[src/rtl/dot_product_scheduler_if.sv]
// dot_product_scheduler_if
//   Bundles the operand-memory read bus and the result channel of the
//   dot-product scheduler.
//   Memory read bus : rd_en, rd_addr (shared by both memories),
//                     rd_data_a, rd_data_b (1-cycle synchronous read data)
//   Result channel  : res_valid/res_ready handshake carrying res_data and
//                     res_index
//   master modport  : scheduler side
//   slave modport   : memories + result consumer side
interface dot_product_scheduler_if #(
  parameter int DATA_WIDTH = 8,
  parameter int ADDR_WIDTH = 5,
  parameter int ACC_WIDTH  = 19,
  parameter int IDX_WIDTH  = 2
);
  logic                  rd_en;
  logic [ADDR_WIDTH-1:0] rd_addr;
  logic [DATA_WIDTH-1:0] rd_data_a;
  logic [DATA_WIDTH-1:0] rd_data_b;
  logic                  res_valid;
  logic                  res_ready;
  logic [ACC_WIDTH-1:0]  res_data;
  logic [IDX_WIDTH-1:0]  res_index;

  modport master (
    output rd_en, rd_addr, res_valid, res_data, res_index,
    input  rd_data_a, rd_data_b, res_ready
  );

  modport slave (
    input  rd_en, rd_addr, res_valid, res_data, res_index,
    output rd_data_a, rd_data_b, res_ready
  );
endinterface

[src/rtl/dot_product_scheduler.sv]
// dot_product_scheduler
//   Walks both operand memories through one shared read address, multiplies
//   and accumulates VEC_LEN element pairs per vector, and hands each of the
//   NUMBER_OF_VECTORS results to the consumer over a valid/ready channel.
//   A one-cycle done pulse follows the last result transfer.
//   Ports:
//     clk, rst_n  : clock, synchronous active-low reset
//     start       : begin a run (only looked at while idle)
//     abort       : cancel a run in progress, no done pulse
//     bus         : memory read bus + result channel (master side)
//     busy        : high whenever the engine is not idle
//     done        : one-cycle pulse after the final result transfer
//   All outputs are registered.
module dot_product_scheduler #(
  parameter int DATA_WIDTH        = 8,
  parameter int VEC_LEN           = 8,
  parameter int NUMBER_OF_VECTORS = 4,
  parameter int ADDR_WIDTH        = 5,
  parameter int ACC_WIDTH         = 19,
  parameter int IDX_WIDTH         = (NUMBER_OF_VECTORS > 1) ? $clog2(NUMBER_OF_VECTORS) : 1
) (
  input  logic                    clk,
  input  logic                    rst_n,
  input  logic                    start,
  input  logic                    abort,
  dot_product_scheduler_if.master bus,
  output logic                    busy,
  output logic                    done
);

  localparam int ELEM_WIDTH = $clog2(VEC_LEN);
  localparam int PROD_WIDTH = 2 * DATA_WIDTH;
  localparam logic [ELEM_WIDTH-1:0] LAST_ELEM = ELEM_WIDTH'(VEC_LEN - 1);
  localparam logic [IDX_WIDTH-1:0]  LAST_VEC  = IDX_WIDTH'(NUMBER_OF_VECTORS - 1);

  typedef enum logic [1:0] {IDLE, FETCH, DRAIN, OUTPUT} state_t;

  state_t                state_q, state_d;
  logic                  rd_en_q, rd_en_d;
  logic [ADDR_WIDTH-1:0] rd_addr_q, rd_addr_d;
  logic [ELEM_WIDTH-1:0] element_q, element_d;
  logic [IDX_WIDTH-1:0]  vector_q, vector_d;
  logic                  data_vld_q, data_vld_d;
  logic                  first_q, first_d;
  logic [ACC_WIDTH-1:0]  acc_q, acc_d;
  logic                  res_valid_q, res_valid_d;
  logic [ACC_WIDTH-1:0]  res_data_q, res_data_d;
  logic [IDX_WIDTH-1:0]  res_index_q, res_index_d;
  logic                  busy_q, busy_d;
  logic                  done_q, done_d;

  logic [PROD_WIDTH-1:0] product;
  logic [ACC_WIDTH-1:0]  acc_next;

  function automatic logic [ADDR_WIDTH-1:0] elem_addr(input logic [IDX_WIDTH-1:0]  v,
                                                      input logic [ELEM_WIDTH-1:0] e);
    return ADDR_WIDTH'(int'(v) * VEC_LEN + int'(e));
  endfunction

  // Full-precision unsigned product; the first element of a vector restarts
  // the sum so no separate accumulator clear is needed between vectors.
  assign product  = PROD_WIDTH'(bus.rd_data_a) * PROD_WIDTH'(bus.rd_data_b);
  assign acc_next = (first_q ? '0 : acc_q) + ACC_WIDTH'(product);

  always_comb begin
    state_d     = state_q;
    rd_en_d     = rd_en_q;
    rd_addr_d   = rd_addr_q;
    element_d   = element_q;
    vector_d    = vector_q;
    // Memory data shows up one cycle after a sampled read, so the valid and
    // first-element flags are simply the read request delayed by one cycle.
    data_vld_d  = rd_en_q;
    first_d     = rd_en_q && (element_q == '0);
    acc_d       = data_vld_q ? acc_next : acc_q;
    res_valid_d = res_valid_q;
    res_data_d  = res_data_q;
    res_index_d = res_index_q;
    done_d      = 1'b0;

    if (abort && (state_q != IDLE)) begin
      state_d     = IDLE;
      rd_en_d     = 1'b0;
      res_valid_d = 1'b0;
      acc_d       = '0;
      data_vld_d  = 1'b0;
      first_d     = 1'b0;
    end else begin
      case (state_q)
        IDLE: begin
          if (start) begin
            state_d   = FETCH;
            rd_en_d   = 1'b1;
            rd_addr_d = '0;
            element_d = '0;
            vector_d  = '0;
          end
        end
        FETCH: begin
          // The last element's address is on the bus this cycle; the edge
          // closing it is the one the memory samples it on.
          if (element_q == LAST_ELEM) begin
            state_d = DRAIN;
            rd_en_d = 1'b0;
          end else begin
            element_d = element_q + 1'b1;
            rd_addr_d = elem_addr(vector_q, element_d);
          end
        end
        DRAIN: begin
          state_d     = OUTPUT;
          res_valid_d = 1'b1;
          res_data_d  = acc_d;
          res_index_d = vector_q;
        end
        OUTPUT: begin
          // Nothing is fetched while a result waits, so backpressure stalls
          // the whole engine and the next fetch starts on the transfer edge.
          if (bus.res_ready) begin
            res_valid_d = 1'b0;
            if (vector_q != LAST_VEC) begin
              vector_d  = vector_q + 1'b1;
              element_d = '0;
              state_d   = FETCH;
              rd_en_d   = 1'b1;
              rd_addr_d = elem_addr(vector_d, '0);
            end else begin
              state_d = IDLE;
              done_d  = 1'b1;
            end
          end
        end
        default: state_d = IDLE;
      endcase
    end

    busy_d = (state_d != IDLE);
  end

  always_ff @(posedge clk) begin
    if (!rst_n) begin
      state_q     <= IDLE;
      rd_en_q     <= 1'b0;
      rd_addr_q   <= '0;
      element_q   <= '0;
      vector_q    <= '0;
      data_vld_q  <= 1'b0;
      first_q     <= 1'b0;
      acc_q       <= '0;
      res_valid_q <= 1'b0;
      res_data_q  <= '0;
      res_index_q <= '0;
      busy_q      <= 1'b0;
      done_q      <= 1'b0;
    end else begin
      state_q     <= state_d;
      rd_en_q     <= rd_en_d;
      rd_addr_q   <= rd_addr_d;
      element_q   <= element_d;
      vector_q    <= vector_d;
      data_vld_q  <= data_vld_d;
      first_q     <= first_d;
      acc_q       <= acc_d;
      res_valid_q <= res_valid_d;
      res_data_q  <= res_data_d;
      res_index_q <= res_index_d;
      busy_q      <= busy_d;
      done_q      <= done_d;
    end
  end

  assign bus.rd_en     = rd_en_q;
  assign bus.rd_addr   = rd_addr_q;
  assign bus.res_valid = res_valid_q;
  assign bus.res_data  = res_data_q;
  assign bus.res_index = res_index_q;
  assign busy          = busy_q;
  assign done          = done_q;

endmodule

[src/flat_wrapper.sv]
// flat-port wrapper written by rule: the top's interface ports become plain ports
module dot_product_scheduler_flat 
#(
  parameter int DATA_WIDTH        = 8,
  parameter int VEC_LEN           = 8,
  parameter int NUMBER_OF_VECTORS = 4,
  parameter int ADDR_WIDTH        = 5,
  parameter int ACC_WIDTH         = 19,
  parameter int IDX_WIDTH         = (NUMBER_OF_VECTORS > 1) ? $clog2(NUMBER_OF_VECTORS) : 1
)
  (clk, rst_n, start, abort, busy, done, bus_rd_en, bus_rd_addr, bus_res_valid, bus_res_data, bus_res_index, bus_rd_data_a, bus_rd_data_b, bus_res_ready);
  dot_product_scheduler_if #(.DATA_WIDTH(DATA_WIDTH), .ADDR_WIDTH(ADDR_WIDTH), .ACC_WIDTH(ACC_WIDTH), .IDX_WIDTH(IDX_WIDTH)) bus_i ();
  input  logic clk;
  input  logic rst_n;
  input  logic start;
  input  logic abort;
  output logic busy;
  output logic done;
  output wire logic [$bits(bus_i.rd_en)-1:0] bus_rd_en;
  output wire logic [$bits(bus_i.rd_addr)-1:0] bus_rd_addr;
  output wire logic [$bits(bus_i.res_valid)-1:0] bus_res_valid;
  output wire logic [$bits(bus_i.res_data)-1:0] bus_res_data;
  output wire logic [$bits(bus_i.res_index)-1:0] bus_res_index;
  input wire logic [$bits(bus_i.rd_data_a)-1:0] bus_rd_data_a;
  input wire logic [$bits(bus_i.rd_data_b)-1:0] bus_rd_data_b;
  input wire logic [$bits(bus_i.res_ready)-1:0] bus_res_ready;
  assign bus_rd_en = bus_i.rd_en;
  assign bus_rd_addr = bus_i.rd_addr;
  assign bus_res_valid = bus_i.res_valid;
  assign bus_res_data = bus_i.res_data;
  assign bus_res_index = bus_i.res_index;
  assign bus_i.rd_data_a = bus_rd_data_a;
  assign bus_i.rd_data_b = bus_rd_data_b;
  assign bus_i.res_ready = bus_res_ready;
  dot_product_scheduler #(.DATA_WIDTH(DATA_WIDTH), .VEC_LEN(VEC_LEN), .NUMBER_OF_VECTORS(NUMBER_OF_VECTORS), .ADDR_WIDTH(ADDR_WIDTH), .ACC_WIDTH(ACC_WIDTH), .IDX_WIDTH(IDX_WIDTH)) u_core (.clk(clk), .rst_n(rst_n), .start(start), .abort(abort), .bus(bus_i), .busy(busy), .done(done));
endmodule
[config.mk]
export PLATFORM = sky130hd
export DESIGN_NAME = dot_product_scheduler_flat
export DESIGN_NICKNAME = d
export VERILOG_FILES = /design/src/rtl/dot_product_scheduler_if.sv /design/src/rtl/dot_product_scheduler.sv /design/src/flat_wrapper.sv
export SDC_FILE = /design/constraint.sdc
export NUM_CORES = 1
export LEC_CHECK = 0
export CORE_AREA = 2 2 82 123
export CTS_CLUSTER_DIAMETER = 60
export DETAILED_ROUTE_END_ITERATION = 6
export DIE_AREA = 0 0 84 125
export PLACE_DENSITY_LB_ADDON = 0.12
export SYNTH_ARGS = -nofsm -noshare
export SYNTH_HDL_FRONTEND = slang
export SYNTH_SLANG_ARGS = --single-unit
[constraint.sdc]
create_clock -name clk -period 5.25 [get_ports clk]
set_clock_uncertainty 0.05 [all_clocks]
set_input_delay 0.525 -clock clk [delete_from_list [all_inputs] [get_ports clk]]
set_output_delay 0.525 -clock clk [all_outputs]
set_load 0.1 [all_outputs]
==> Word level (Yosys, flattened, before mapping) <==
Index checks and enable logic that the tools add are counted.
{ "classes": {"n_addsub": 4, "n_mul": 1, "eq_ne": 10, "muxes": 30, "bitwise_logic": 4, "n_reduce_logical": 16} }
{ "op_table": {"columns": ["cell", "n"], "rows": [
  ["two-way mux 19 bit", 2],
  ["two-way mux 5 bit", 4],
  ["adder 19 x 16 -> 19 bit", 1],
  ["multiplier 8 x 8 -> 16 bit", 1],
  ["case mux 5 bit (3 select lines)", 1],
  ["two-way mux 2 bit", 7],
  ["two-way mux 3 bit", 4],
  ["AND reduction 5 bit", 2],
  ["case mux 3 bit (3 select lines)", 1],
  ["inequality test 2 bit (second input constant)", 4],
  ["case mux 2 bit (4 select lines)", 1],
  ["nonzero test 2 bit", 4],
  ["two-way mux 1 bit", 7],
  ["AND reduction 6 bit", 1],
  ["adder 5 x 3 -> 5 bit", 1],
  ["equality test 2 bit (second input constant)", 2],
  ["inequality test 2 x 1 -> 1 bit (second input constant)", 2],
  ["NOT 1 bit", 4],
  ["case mux 2 bit (2 select lines)", 1],
  ["AND reduction 2 bit", 2],
  ["OR reduction 4 bit", 1],
  ["adder 3 x 1 -> 3 bit (second input constant)", 1],
  ["equality test 3 bit (second input constant)", 1],
  ["zero test 3 bit", 1],
  ["8 further kinds", 9]
]} }
{ "word_totals": {"reg_bits": 58, "inputBits": 21, "output_inout_bits": 30, "wordCells": 78} }

==> Depth between registers and ports, before layout <==
{ "logic_depth": {"depth_word": 6, "ltp_mapped": 18, "ltp_nobuf": 17} }

==> Worst setup path before layout <==
No wires, ideal clock.
{ "synth_timing": {"path_kind": "input port to flip-flop", "startpoint": "input bus_rd_data_b[1]", "endpoint": "register u_core.acc_q[17]", "setup_time_ps": 62, "arrival_time_ps": 4611, "required_time_ps": 5138, "slack_ps": 527, "stages": 16, "n_path_buf": 1, "path_cell_list": "clkbuf_1 > nand2_1 > fa_1 > inv_1 > fa_1 > inv_1 > fa_1 > fa_1 > inv_1 > ha_1 > nor2_1 > a211oi_2 > nor2_1 > o41ai_2 > or4b_1 > nand3_1"} }
{ "synth_via": {"elab_chain_cells": 3} }
{ "synth_lines": {"columns": ["item", "line_no", "rtl"], "rows": [
  ["start, declared", "flat_wrapper.sv:25", "input wire logic [$bits(bus_i.rd_data_b)-1:0] bus_rd_data_b;"],
  ["multiplier 8 x 8 -> 16 bit", "dot_product_scheduler.sv:62", "assign product = PROD_WIDTH'(bus.rd_data_a) * PROD_WIDTH'(bus.rd_data_b);"],
  ["adder 19 x 16 -> 19 bit", "dot_product_scheduler.sv:63", "assign acc_next = (first_q ? '0 : acc_q) + ACC_WIDTH'(product);"],
  ["two-way mux 19 bit", "dot_product_scheduler.sv:75", "acc_d = data_vld_q ? acc_next : acc_q;"],
  ["end signal, assigned", "dot_product_scheduler.sv:149", "acc_q <= '0;"],
  ["end signal, assigned", "dot_product_scheduler.sv:163", "acc_q <= acc_d;"],
  ["end, declared", "dot_product_scheduler.sv:45", "logic [ACC_WIDTH-1:0] acc_q, acc_d;"]
]} }
No other way between the ends.
A chain may end at the register's enable or synchronous reset.

==> Worst setup path in the final report <==
{ "layout_timing": {"startpoint": "input bus_rd_data_b[4]", "endpoint": "register u_core.res_data_q[13] (netlist: u_core.bus.res_data[13])"} }
{ "layout_via": {"elab_chain_cells": 3} }
{ "layout_lines": {"columns": ["item", "line_no", "rtl"], "rows": [
  ["multiplier 8 x 8 -> 16 bit", "dot_product_scheduler.sv:62", null],
  ["adder 19 x 16 -> 19 bit", "dot_product_scheduler.sv:63", null],
  ["two-way mux 19 bit", "dot_product_scheduler.sv:75", null],
  ["end signal, assigned", "dot_product_scheduler.sv:165", "res_data_q <= res_data_d;"],
  ["end, declared", "dot_product_scheduler.sv:47", "logic [ACC_WIDTH-1:0] res_data_q, res_data_d;"]
]} }
No other way between the ends.

==> out/qor.txt <==
status = complete, no violations
Pwr Density = 403 nW/um^2
number of buffer cells added on primary ports = 50
CTS tree = yes
fill count = 814
Slowest cell on crit path = clkdlybuf4s50_1
Synthesis Warnings = 0
initial core utilization = 0.535
register area share after synthesis = 0.228
Final Slew Violations = 0
Final ANT Viol Nets = 0
Post-synth EDFFs = 0
CTS Hold Bufs = 0
drt total wl = 11.4 mm
hpwl dp = 9.10 mm
final setup margin = 0.197 ns
Max-Cap Viols = 0
largest net degree at the start of global routing = 41
WHS Path Cells = 2
via count = 4207
initial antenna violation count = 0
Mapped Cells = 596
die height = 125 um
Worst Path Required = 5.39 ns
Setup WS pre-CTS = -0.206 ns
crit-path max cell delay = 0.56 ns
Hold Crit Class = reg -> reg
Final Hold Fails = 0
vias in the first global route = 4342
Slew HR = 0.333
clock insertion delay at the later pin of the skew report = 0.33 ns
root buffer cell = clkbuf_16
clk slew on worst S/H paths = 0.05 ns
sequential cell area = 1160 um^2
share of cells above drive strength 1 = 0.0991
Total Neg Setup Slack = 0 ns
Top cell by count, worst path = fa_1
GRT Util Overall = 0.228
CP Cell Sequence = clkdlybuf4s50_1 > and2_1 > fa_1 > fa_1 > fa_1 > inv_1 > fa_1 > inv_1 > ha_1 > buf_4 > a21o_1 > nand2b_1 > o21ai_0 > buf_4 > nor4_1 > nor3_2 > a21oi_1
Area Growth Syn to Fin = 23.8%
detailed-route DRC error count = 0
main flop type after synthesis = dfxtp_1
Syn Area/Cell = 8.55 um^2
crit path launch type = primary input
multi-input logic area = 3520 um^2
Clock Path Buffers = 2
first-pass GRT wire length = 19.7 mm
Avg WL per Cell = 14.4 um
arrival time at the worst endpoint = 5.19 ns
GPL Wtd Cong = 0.878
maximum clock rate = 198 MHz
final critical-path share of the clock period = 0.962
RSZ-0062 raised after global routing = false
count of cell types in the netlist = 53
CP max FO = 8
Die Width = 84 um
Setup CP Type = in -> reg
DRT Pass-1 Iters = 4
Tmin final = 5.05 ns
number of nets in the layout = 787
Max H-tree Level = 3
die area = 10500 um^2
1st-iter DRT viols = 123
Top Ports = 51
Register-to-Register Path Depth = 15
ant diodes = 0
Max VDD drop = 290 uV
Final Setup Violations = 0
Final Core Density = 0.662
Worst-Margin Slew = 0.997 ns
grt total ovfl = 0
Crit. End Element = flop
drt via density = 5.32
Leakage = 3.02 nW
total CTS buffers = 9
synthesized area = 5100 um^2
Yosys reg bits = 58
syn_nets = 712
Post-synth ARST share = 0
final std cells w/o fill = 791
row cnt = 44
core area = 9520 um^2
dpl cells = 775
clock tree sinks = 58
-- worst max-delay path, delay by kind of cell --
family | cells | cell delay (ns)
compound gates | 3 | 0.57
fa+ha+maj | 5 | 2.38
buf+inv | 5 | 1.02
simple gates | 4 | 0.71
-- through the flow --
stage / total power, W / hold WS [ns] / cell area (um^2)
2_1_floorplan: 0.00138 / 0.390 / 5100
3_3_place_gp: 0.00185 / 0.402 / 5940
3_5_place_dp: 0.00187 / 0.404 / 5940
4_1_cts: 0.00255 / 0.415 / 6280
6_report: 0.00255 / 0.409 / 6310
5_1_grt: 0.00276 / 0.444 / 6310
-- layout by cell type (no fill, tap or decap), types with 10 or more instances in the layout --
master           netlist  layout
inv_1                 90      90
nand2_1               75      75
dfxtp_1               58      58
fa_1                  50      50
ha_1                  45      45
clkdlybuf4s50_1        0      45
and2_1                39      39
buf_4                  1      39
nor2_1                31      30
a21oi_1               23      23
o21ai_0               18      17
mux2i_1               15      15
nand2b_1              14      14
nor2b_1               13      13
nand3_1               10      10
-- worst paths after layout --
path	startpoint	to	slack [ns]
worst min-delay path	u_core.bus.rd_addr[0]	u_core.bus.rd_addr[0]	0.41
worst max register to register	u_core.first_q	u_core.acc_q[17]	0.65
worst max-delay path	bus_rd_data_b[4]	u_core.bus.res_data[13]	0.20
worst min register to register	u_core.bus.rd_addr[0]	u_core.bus.rd_addr[0]	0.41
-- power by group --
| group | switching [W] | total (W) | internal [W] |
|---|---|---|---|
| clock | 0.000203 | 0.000666 | 0.000463 |
| sequential | 0.0000152 | 0.000478 | 0.000463 |
| combinational | 0.000746 | 0.00140 | 0.000656 |
-- repair_timing --
action	in CTS	in global routing
hold endpoints to repair	0	0
resized for setup	0	9
setup buffers	0	0
setup endpoints to repair	0	7
-- kinds of logic (layout without fill, tap and decap cells) --
logic type / count (synthesis) / after routing / synth area share
AOI/OAI and AO/OA: 90 / 90 / 0.122
adders and majority gates: 95 / 95 / 0.307
muxes: 16 / 16 / 0.0317
and+or+nand+nor: 210 / 210 / 0.205
buffers and inverters: 115 / 195 / 0.0857
xor gates and xnor gates: 12 / 12 / 0.0206
DFF: 58 / 58 / 0.228
-- flip-flops by register name, summed over array words and instances (netlist names), 2 cells and up --
signal / count
u_core.bus.res_index: 2
u_core.element_q: 3
u_core.acc_q: 19
u_core.state_q: 2
u_core.bus.rd_addr: 5
u_core.bus.res_data: 19
u_core.vector_q: 2
-- cells in the mapped netlist, drive strengths merged (13+ instances only) --
master / count / area, um^2
nand2: 75 / 282
and2: 39 / 244
mux2i: 15 / 150
nor2b: 13 / 81.3
dfxtp: 58 / 1160
a21oi: 24 / 131
nand2b: 14 / 87.6
inv: 90 / 338
nor2: 31 / 116
ha: 45 / 563
clkbuf: 21 / 78.8
o21ai: 18 / 90.1
fa: 50 / 1000
-- final cells by class --
type                    count  area share
clock buffers               9      0.0357
clock inverters             7      0.0184
inverters                  90      0.0536
multi-input cells         423       0.558
flip-flops and latches     58       0.184
well taps                 115      0.0228
repair buffers             89       0.128
-- metal layers --
| metal | share of wire | vias up | global-route usage | wire length [um] |
|---|---|---|---|---|
| met3 | 0.040 | 31 | 0.0416 | 451 |
| met2 | 0.52 | 110 | 0.413 | 5960 |
| met4 | 0.030 | 0 | 0.0930 | 341 |
| met5 | 0 | - | 0 | 0 |
| met1 | 0.41 | 1986 | 0.260 | 4630 |
| li1 | - | 2080 | - | - |
No activity file was read; power rests on OpenSTA's default activity.
